===== src/rtl/aes_out_stream_pkg.sv =====
// ---------------------------------------------------------------------------
// aes_out_stream_pkg : shared AES stream widths and output FSM encoding. rev 1.0
// ---------------------------------------------------------------------------
`default_nettype none

package aes_out_stream_pkg;

  localparam int AES_BLK_S  = 128;
  localparam int AES_WORD_S = 32;
  localparam int AES_DEPTH  = 2;

  typedef enum logic [0:0] {
    OUT_IDLE = 1'b0,
    OUT_SEND = 1'b1
  } out_state_e;

endpackage

`default_nettype wire


===== src/rtl/aes_blk_fifo.sv =====
// ---------------------------------------------------------------------------
// aes_blk_fifo : DEPTH-entry cipher block buffer, wrap-bit pointers. rev 1.0
// ---------------------------------------------------------------------------
`default_nettype none

module aes_blk_fifo
  import aes_out_stream_pkg::*;
#(
  parameter int WIDTH = AES_BLK_S,
  parameter int DEPTH = AES_DEPTH
) (
  input  logic             clk,
  input  logic             reset,
  input  logic             push_i,
  input  logic             pop_i,
  input  logic [0:WIDTH-1] wdata_i,
  output logic [0:WIDTH-1] rdata_o,
  output logic             full_o,
  output logic             empty_o,
  output logic             one_left_o
);

  localparam int             PTR_W   = $clog2(DEPTH);
  localparam logic [PTR_W:0] PTR_ONE = (PTR_W + 1)'(1);

  logic [0:WIDTH-1] mem_q [DEPTH];
  logic [PTR_W:0]   wptr_q, wptr_d;
  logic [PTR_W:0]   rptr_q, rptr_d;

  always_comb begin
    wptr_d = push_i ? wptr_q + PTR_ONE : wptr_q;
    rptr_d = pop_i  ? rptr_q + PTR_ONE : rptr_q;
  end

  always_ff @(posedge clk) begin
    if (reset) begin
      wptr_q <= '0;
      rptr_q <= '0;
    end else begin
      wptr_q <= wptr_d;
      rptr_q <= rptr_d;
    end
  end

  // Storage carries no reset; only the pointers define validity.
  always_ff @(posedge clk) begin
    if (push_i) begin
      mem_q[wptr_q[PTR_W-1:0]] <= wdata_i;
    end
  end

  assign rdata_o    = mem_q[rptr_q[PTR_W-1:0]];
  assign empty_o    = (wptr_q == rptr_q);
  assign full_o     = (wptr_q[PTR_W] != rptr_q[PTR_W]) &&
                      (wptr_q[PTR_W-1:0] == rptr_q[PTR_W-1:0]);
  assign one_left_o = ((wptr_q - rptr_q) == PTR_ONE);

endmodule

`default_nettype wire


===== src/rtl/aes_out_stream.sv =====
// ---------------------------------------------------------------------------
// aes_out_stream : buffers cipher blocks and streams them as AXI-S words. rev 1.0
// ---------------------------------------------------------------------------
`default_nettype none

module aes_out_stream
  import aes_out_stream_pkg::*;
#(
  parameter int BLK_S  = AES_BLK_S,
  parameter int WORD_S = AES_WORD_S,
  parameter int DEPTH  = AES_DEPTH
) (
  input  logic              clk,
  input  logic              reset,
  input  logic              en,
  input  logic [0:BLK_S-1]  aes_ciphertext,
  output logic [WORD_S-1:0] m_axis_tdata,
  output logic              m_axis_tvalid,
  input  logic              m_axis_tready,
  output logic              m_axis_tlast,
  output logic              busy,
  output logic              overflow
);

  localparam int               N_WORDS  = BLK_S / WORD_S;
  localparam int               CNT_W    = $clog2(N_WORDS);
  localparam logic [CNT_W-1:0] CNT_LAST = CNT_W'(N_WORDS - 1);
  localparam logic [CNT_W-1:0] CNT_ONE  = CNT_W'(1);

  out_state_e       state_q, state_d;
  logic [CNT_W-1:0] cnt_q, cnt_d;
  logic             overflow_q, overflow_d;

  logic             fifo_full, fifo_empty, fifo_one_left;
  logic [0:BLK_S-1] head_blk;
  logic             push, pop, xfer, last_word, send;
  logic [WORD_S-1:0] head_words [N_WORDS];

  aes_blk_fifo #(
    .WIDTH (BLK_S),
    .DEPTH (DEPTH)
  ) u_fifo (
    .clk        (clk),
    .reset      (reset),
    .push_i     (push),
    .pop_i      (pop),
    .wdata_i    (aes_ciphertext),
    .rdata_o    (head_blk),
    .full_o     (fifo_full),
    .empty_o    (fifo_empty),
    .one_left_o (fifo_one_left)
  );

  // Block bit 0 is the first transmitted bit, so word k starts at bit k*WORD_S.
  generate
    for (genvar k = 0; k < N_WORDS; k++) begin : g_words
      assign head_words[k] = head_blk[k*WORD_S +: WORD_S];
    end
  endgenerate

  assign send      = (state_q == OUT_SEND);
  assign xfer      = send && m_axis_tready;
  assign last_word = (cnt_q == CNT_LAST);
  assign pop       = xfer && last_word;
  // A full buffer still accepts when the head block leaves in the same cycle.
  assign push      = en && (!fifo_full || pop);

  always_comb begin
    state_d    = state_q;
    cnt_d      = cnt_q;
    overflow_d = overflow_q | (en & ~push);
    case (state_q)
      OUT_IDLE: begin
        if (push || !fifo_empty) begin
          state_d = OUT_SEND;
        end
      end
      OUT_SEND: begin
        if (xfer) begin
          if (last_word) begin
            cnt_d = '0;
            if (fifo_one_left && !push) begin
              state_d = OUT_IDLE;
            end
          end else begin
            cnt_d = cnt_q + CNT_ONE;
          end
        end
      end
      default: state_d = OUT_IDLE;
    endcase
  end

  always_ff @(posedge clk) begin
    if (reset) begin
      state_q    <= OUT_IDLE;
      cnt_q      <= '0;
      overflow_q <= 1'b0;
    end else begin
      state_q    <= state_d;
      cnt_q      <= cnt_d;
      overflow_q <= overflow_d;
    end
  end

  assign m_axis_tvalid = send;
  assign m_axis_tdata  = send ? head_words[cnt_q] : '0;
  assign m_axis_tlast  = send && last_word;
  assign busy          = !fifo_empty || send;
  assign overflow      = overflow_q;

endmodule

`default_nettype wire


===== config.mk =====
export PLATFORM = sky130hd
export DESIGN_NAME = aes_out_stream
export DESIGN_NICKNAME = d
export VERILOG_FILES = /design/src/rtl/aes_out_stream_pkg.sv /design/src/rtl/aes_blk_fifo.sv /design/src/rtl/aes_out_stream.sv
export SDC_FILE = /design/constraint.sdc
export NUM_CORES = 1
export LEC_CHECK = 0
export ABC_CLOCK_PERIOD_IN_PS = 11300
export CAP_MARGIN = 20
export CORE_MARGIN = 2
export CORE_UTILIZATION = 48
export CTS_CLUSTER_SIZE = 8
export DETAILED_ROUTE_END_ITERATION = 8
export PLACE_DENSITY = 0.76
export SLEW_MARGIN = 20
export SYNTH_ARGS = -nofsm -noshare
export SYNTH_HDL_FRONTEND = slang
export SYNTH_SLANG_ARGS = --single-unit
export TNS_END_PERCENT = 100

===== constraint.sdc =====
create_clock -name clk -period 11.3 [get_ports clk]
set_clock_uncertainty 0.1 [all_clocks]
set_input_delay 1.13 -clock clk [delete_from_list [all_inputs] [get_ports clk]]
set_output_delay 1.13 -clock clk [all_outputs]
set_load 0.05 [all_outputs]

==> results of run 1 <==
## critical path, cell delays in order (launching register included)
cell and delay, ns:
sky130_fd_sc_hd__dfxtp_4 0.46, sky130_fd_sc_hd__buf_6 0.61, sky130_fd_sc_hd__mux4_1 0.65, sky130_fd_sc_hd__a22o_1 0.25, sky130_fd_sc_hd__clkdlybuf4s50_1 0.71
## sequential cells by signal, indices dropped and copies added, names as in the netlist, named ones only
name	flops
m_axis_tvalid	1
u_fifo.mem_q	256
u_fifo.rptr_q	2
cnt_q	2
overflow	1
u_fifo.wptr_q	2
## cells by family after synthesis
kind of cell             synth area share
flip-flops                         0.7806
multiplexers                       0.1522
AO/OA/AOI/OAI                     0.03203
buffers and inverters             0.01614
AND/OR/NAND/NOR                   0.01304
XOR/XNOR                         0.003477
adder cells (fa/ha/maj)          0.002483
## power groups by stage
stage	sequential, W	clock, W	combinational (W)
after global placement	0.00120	0	0.000231
after floorplan	0.00121	0	0.000136
after CTS	0.00119	0.00104	0.000238
after detailed placement	0.00120	0	0.000237
final	0.00119	0.00102	0.000235
after global routing	0.00119	0.00108	0.000249
## cell type report
class / instances / area (um^2) / share of cell area
flip-flops and latches: 265 / 7875 / 0.6013
clock inverters: 3 / 33.78 / 0.002580
repair buffers: 172 / 1713 / 0.1308
clock buffers: 54 / 1054 / 0.08044
inverters: 2 / 7.507 / 0.0005732
well taps: 275 / 344.1 / 0.02627
multi-input cells: 136 / 2069 / 0.1580
## worst min-delay path by stage
stage / startpoint / end / slack (ns) / cells past startpoint
after global routing: u_fifo.wptr_q[1] / u_fifo.wptr_q[1] / 0.43 / 2
after CTS: overflow / overflow / 0.38 / 2
final: overflow / overflow / 0.38 / 2
after floorplan: cnt_q[1] / cnt_q[1] / 0.36 / 2
after global placement: overflow / overflow / 0.36 / 2
after detailed placement: overflow / overflow / 0.37 / 2
## metal layers
| layer | vias up | track usage | wire length, um |
|---|---|---|---|
| met3 | 33 | 0.05168 | 1642 |
| met4 | 4 | 0.05524 | 342 |
| met2 | 218 | 0.2827 | 9358 |
| met1 | 2490 | 0.2279 | 7760 |
| met5 | - | 0 | 27 |
| li1 | 2235 | - | - |
## layout by cell type (no fill, tap or decap), types with 2 or more instances in the layout
master,synthesis,layout
sky130_fd_sc_hd__ha_1,2,2
sky130_fd_sc_hd__dfxtp_4,0,2
sky130_fd_sc_hd__a31oi_1,2,2
sky130_fd_sc_hd__xor2_1,3,3
sky130_fd_sc_hd__mux4_2,45,45
sky130_fd_sc_hd__nand3_1,3,3
sky130_fd_sc_hd__clkdlybuf4s50_1,0,167
sky130_fd_sc_hd__dfxtp_1,9,7
sky130_fd_sc_hd__edfxtp_1,256,256
sky130_fd_sc_hd__clkbuf_16,0,40
sky130_fd_sc_hd__mux4_1,19,19
sky130_fd_sc_hd__nor2_1,9,8
sky130_fd_sc_hd__nand2_1,4,4
sky130_fd_sc_hd__clkbuf_1,6,14
sky130_fd_sc_hd__inv_1,2,2
sky130_fd_sc_hd__buf_4,0,4
sky130_fd_sc_hd__a22o_1,32,32
## per-stage QoR
step	util	hold WS, ns	power, W	instance area (um^2)	setup slack [ns]
finish	0.6290	0.3753	0.002438	13100	6.846
global route	0.6290	0.4266	0.002524	13100	6.649
CTS	0.6288	0.3811	0.002467	13090	6.520
detailed placement	0.5766	0.3697	0.001441	12010	7.060
global placement	0.5766	0.3598	0.001430	12010	7.077
floorplan	-	0.3618	0.001346	10080	0.2482
==> flow_summary.toml, run 1 <==
[status]
outcome = "complete, no violations"

[grt]
grt_max_degree = 68
antenna_found_initial = 2
grt_first_pass_wirelength_mm = 29.10
globalRouteOverflowTotal = 0
track_usage = 0.1736
first_global_vias = 5302

[cts]
post_cts.repair.setup_buffers = 0
cts.hold.buffers_added = 0
clock_slew_seen_by_the_registers_of_the_worst_setup_and_hold_paths_ns = 0.05
cts_num_sinks = 265
ctsLongestPathBuffers = 3
cts_root_buf = "sky130_fd_sc_hd__clkbuf_16"
post_cts_resize_count = 0
worst_skew_pair.late_latency_ns = 0.50
clock_tree.htree_level_count = 2
cts_tree = "done"
cts_inserted_buffers = 39

[floorplanning]
core_region_area_mm2 = 0.02082
floorplan.initialDensity = 0.4840
num_io_pins = 168
fp.dieArea_mm2 = 0.02217
width_of_the_chip_um = 148.9
fp-row-count = 53
die-height_um = 148.9

[yosys]
synth_largest_area_cell = "sky130_fd_sc_hd__edfxtp_1"
synthesis.instances = 427
yosys_warnings = 0
post-synth-top-count-cell = "sky130_fd_sc_hd__edfxtp_1"
synth_flop_cell = "sky130_fd_sc_hd__edfxtp_1"
netlist.area_leader.share = 0.7628
synthesis.area_mm2 = 0.01008
post_synth_main_area_contributors = "sky130_fd_sc_hd__edfxtp_1, sky130_fd_sc_hd__mux4_2, sky130_fd_sc_hd__mux4_1"
netlist-cell-type-count = 32
seq_area_frac_synth = 0.7806
synth-async-reset-ratio = 0
synth-edff-count = 256
synth-seq-cells = 265
synth.cells.most_frequent = "sky130_fd_sc_hd__edfxtp_1, sky130_fd_sc_hd__mux4_2, sky130_fd_sc_hd__a22o_1, sky130_fd_sc_hd__mux4_1"
synth_nets = 561
avgSynthCellArea_um2 = 23.60

[power_and_ir_drop]
power-per-cell-area_mw_per_mm2 = 186.1
internal_power_w = 0.001911
total_switching_power_w = 0.0005269
netSwitchingFraction = 0.2162
ir_worst_vdd_mv = 0.1403
combPwrFrac = 0.096
power.clock.fraction = 0.417
leakage_nw = 4.314
p_seq_frac = 0.487

[setup_path]
worstReg2RegEnd = "u_fifo.mem_q[0][50]"
timing.setup.critical_path_class = "reg2out"
worst_ep_required_time_ns = 10.07
crit-reg2reg-launch = "cnt_q[0]"
setup.reg_to_reg.worst_slack_ns = 8.02
cp_max_fo = 54
startpoint_type = "register"
worstRegToRegCells = 5
end_kind = "primary output"
critPathCapture = "m_axis_tdata[13]"
timing.critical_path.arrival_ns = 3.22

[run]
max_cap_viol = 0

[drt]
vias_per_cell = 5.491
antenna_violating_nets_post_route = 0
avgRoutedWirePerCell_um = 21.09
first_iter_violations = 366
vias_after_detailed_routing = 4980
route.detailed.drc = 0
wirelength_mm = 19.13
drt-pass1-iter-count = 5

[sta]
finalHoldViolCount = 0
fmax_mhz = 224.5
rsz0062_at_grt = "no"
final-setup-viol-count = 0
final_period_minus_worst_setup_slack_ns = 4.454
tightestPinTransition_ns = 1.009
finalCritPeriodShare = 0.3941
total_negative_setup_slack_ns = 0
number_of_pins_exceeding_their_max_slew_limit_in_the_final_report = 0
slew_headroom = 0.3257

[hold_path]
timing.hold.worst.class = "reg2reg"

[place]
dp.final_hpwl_mm = 11.49
numPortBuffers = 167
gpl.final_weighted_congestion = 0.7421
post-place-cells = 850

[layout]
finalNetCount = 750
finish.cell_count_without_fillers = 907
fillerInstances = 1446
antenna_cells_inserted = 0
fraction_of_layout_instances_using_a_drive_strength_above_1 = 0.1598
area_growth_syn_to_layout_pct = 29.94
(Power assumes the default switching activity.)
==> inputs of run 2 (changes only) <==
- ABC_CLOCK_PERIOD_IN_PS: 11300 -> 4410
- CORE_UTILIZATION: 48 -> 53
- PLACE_DENSITY: 0.76 -> 0.8
- clock period: 11.3 -> 4.41 ns (I/O delays scaled with it)
==> run 2 against run 1 <==
Final area increased by 0.75%. Non-clock buffer count increased by 7. Core utilization increased by 7.6 points. Routed wire length increased by 4.6%.
==> flow_summary.toml, run 2 (synthesis results as in run 1) <==
[status]
outcome = "complete, no violations"

[sta]
slew_headroom = 0.4396
rsz0062_at_grt = "no"
finalHoldViolCount = 0
final-setup-viol-count = 0
number_of_pins_exceeding_their_max_slew_limit_in_the_final_report = 0
final_period_minus_worst_setup_slack_ns = 3.620
post-route-worst-setup-slack_ns = 0.7904
finalCritPeriodShare = 0.8208
fmax_mhz = 276.3
tightestPinTransition_ns = 0.8405

[cts]
ctsLongestPathBuffers = 3
cts_num_sinks = 265
cts.hold.buffers_added = 0
clock_tree.htree_level_count = 2
clock_slew_seen_by_the_registers_of_the_worst_setup_and_hold_paths_ns = 0.05
post_cts.repair.setup_buffers = 0
worst_skew_pair.late_latency_ns = 0.51
cts_root_buf = "sky130_fd_sc_hd__clkbuf_16"
cts_tree = "done"
post_cts_resize_count = 0
cts_inserted_buffers = 39

[layout]
layout_commonest_cell = "sky130_fd_sc_hd__edfxtp_1"
area_growth_syn_to_layout_pct = 30.91
fraction_of_layout_instances_using_a_drive_strength_above_1 = 0.1788
postLayoutCoreUtil = 0.7054
mostFrequentLayoutCells = "sky130_fd_sc_hd__edfxtp_1, sky130_fd_sc_hd__clkdlybuf4s50_1, sky130_fd_sc_hd__mux4_2"
finalNetCount = 757
largest_register_ff_count = 256
antenna_cells_inserted = 0

[drt]
avgRoutedWirePerCell_um = 23.11
drt-pass1-iter-count = 4
vias_per_cell = 5.848
antenna_violating_nets_post_route = 0
wirelength_mm = 20.01
route.detailed.drc = 0
first_iter_violations = 324
vias_after_detailed_routing = 5064

[setup_path]
worst_ep_required_time_ns = 3.87
crit_path_cell_trace = "buf_4 > mux4_2 > a22o_1 > clkdlybuf4s50_1"
cpPeakStageDelay_ns = 0.73
worstRegToRegCells = 5
cp_max_fo = 32
critical_path.n_buffers_inverters = 2
worstReg2RegEnd = "u_fifo.mem_q[1][73]"
crit-reg2reg-launch = "cnt_q[0]"
setup.reg_to_reg.worst_slack_ns = 1.63
startpoint_type = "register"
crit_family = "buffers and inverters"
timing.setup.critical_path_class = "reg2out"
crit_path_top_delay_cell = "sky130_fd_sc_hd__clkdlybuf4s50_1"
end_kind = "primary output"
timing.critical_path.arrival_ns = 3.08

[grt]
track_usage = 0.2009
globalRouteOverflowTotal = 0
antenna_found_initial = 0
grt_first_pass_wirelength_mm = 30.18
first_global_vias = 5481
grt_max_degree = 129

[hold_path]
min-delay-start = "overflow"
timing.hold.worst.class = "reg2reg"
min_to = "overflow"
min_path_cells = 2

[floorplanning]
floorplan.initialDensity = 0.5388
fp-row-count = 50
fp.dieArea_mm2 = 0.02014
width_of_the_chip_um = 141.9
num_io_pins = 168
die-height_um = 141.9
core_region_area_mm2 = 0.01871

[place]
place_ws_ns = 1.338
dp.final_hpwl_mm = 12.30
gpl.final_weighted_congestion = 0.7171
numPortBuffers = 167

[power_and_ir_drop]
fin_total_pwr_w = 0.006253
power-per-cell-area_mw_per_mm2 = 474.0
leakage_nw = 4.365
ir_worst_vdd_mv = 0.3967

[run]
max_cap_viol = 0
run 2: area by class of cell:
cell class	instances	area, um^2
fill	1120	5512
clock inverter	3	33.78
sequential	265	7878
clock buffer	47	1027
timing repair buffer	179	1849
tap	234	292.8
inverter	2	7.507
multi-input combinational	136	2106
run 2: worst max-delay path by stage:
| stage | cells after the start | endpoint | startpoint | slack, ns |
|---|---|---|---|---|
| 4_1_cts | 4 | m_axis_tdata[29] | register | 0.75 |
| 6_report | 4 | m_axis_tdata[29] | cnt_q[0] | 0.79 |
| 3_5_place_dp | 4 | m_axis_tdata[20] | cnt_q[0] | 1.34 |
| 3_3_place_gp | 4 | m_axis_tdata[20] | cnt_q[0] | 1.38 |
| 5_1_grt | 4 | m_axis_tdata[29] | cnt_q[0] | 0.69 |
| 2_1_floorplan | 4 | u_fifo.mem_q[0][0] | m_axis_tvalid | -0.08 |
run 2: layer usage:
layer	vias up	GRT usage	wire (um)
met1	2592	0.2447	7456
met2	210	0.3426	10430
met4	0	0.06000	304
met5	-	0	0
met3	30	0.07020	1821
li1	2232	-	-
run 2: worst min-delay path: stages (launching register included):
cell and delay [ns]:
sky130_fd_sc_hd__dfxtp_1 0.33, sky130_fd_sc_hd__a41oi_1 0.05, sky130_fd_sc_hd__nor2_1 0.07
run 2: report_power, final:
group / switching [W] / internal [W]
clock network: 0.000969 / 0.00161
logic: 0.000345 / 0.000296
registers: 0.0000517 / 0.00298
total: 0.00137 / 0.00489
run 2: stage by stage:
step | std cells | TNS [ns] | hold slack [ns] | area (um^2)
after floorplan | 427 | -10.75 | 0.3618 | 10140
after global placement | 816 | 0 | 0.3640 | 12130
after detailed placement | 816 | 0 | 0.3746 | 12130
after CTS | 866 | 0 | 0.3913 | 13190
after global routing | 866 | 0 | 0.4059 | 13190
final | 866 | 0 | 0.3843 | 13190
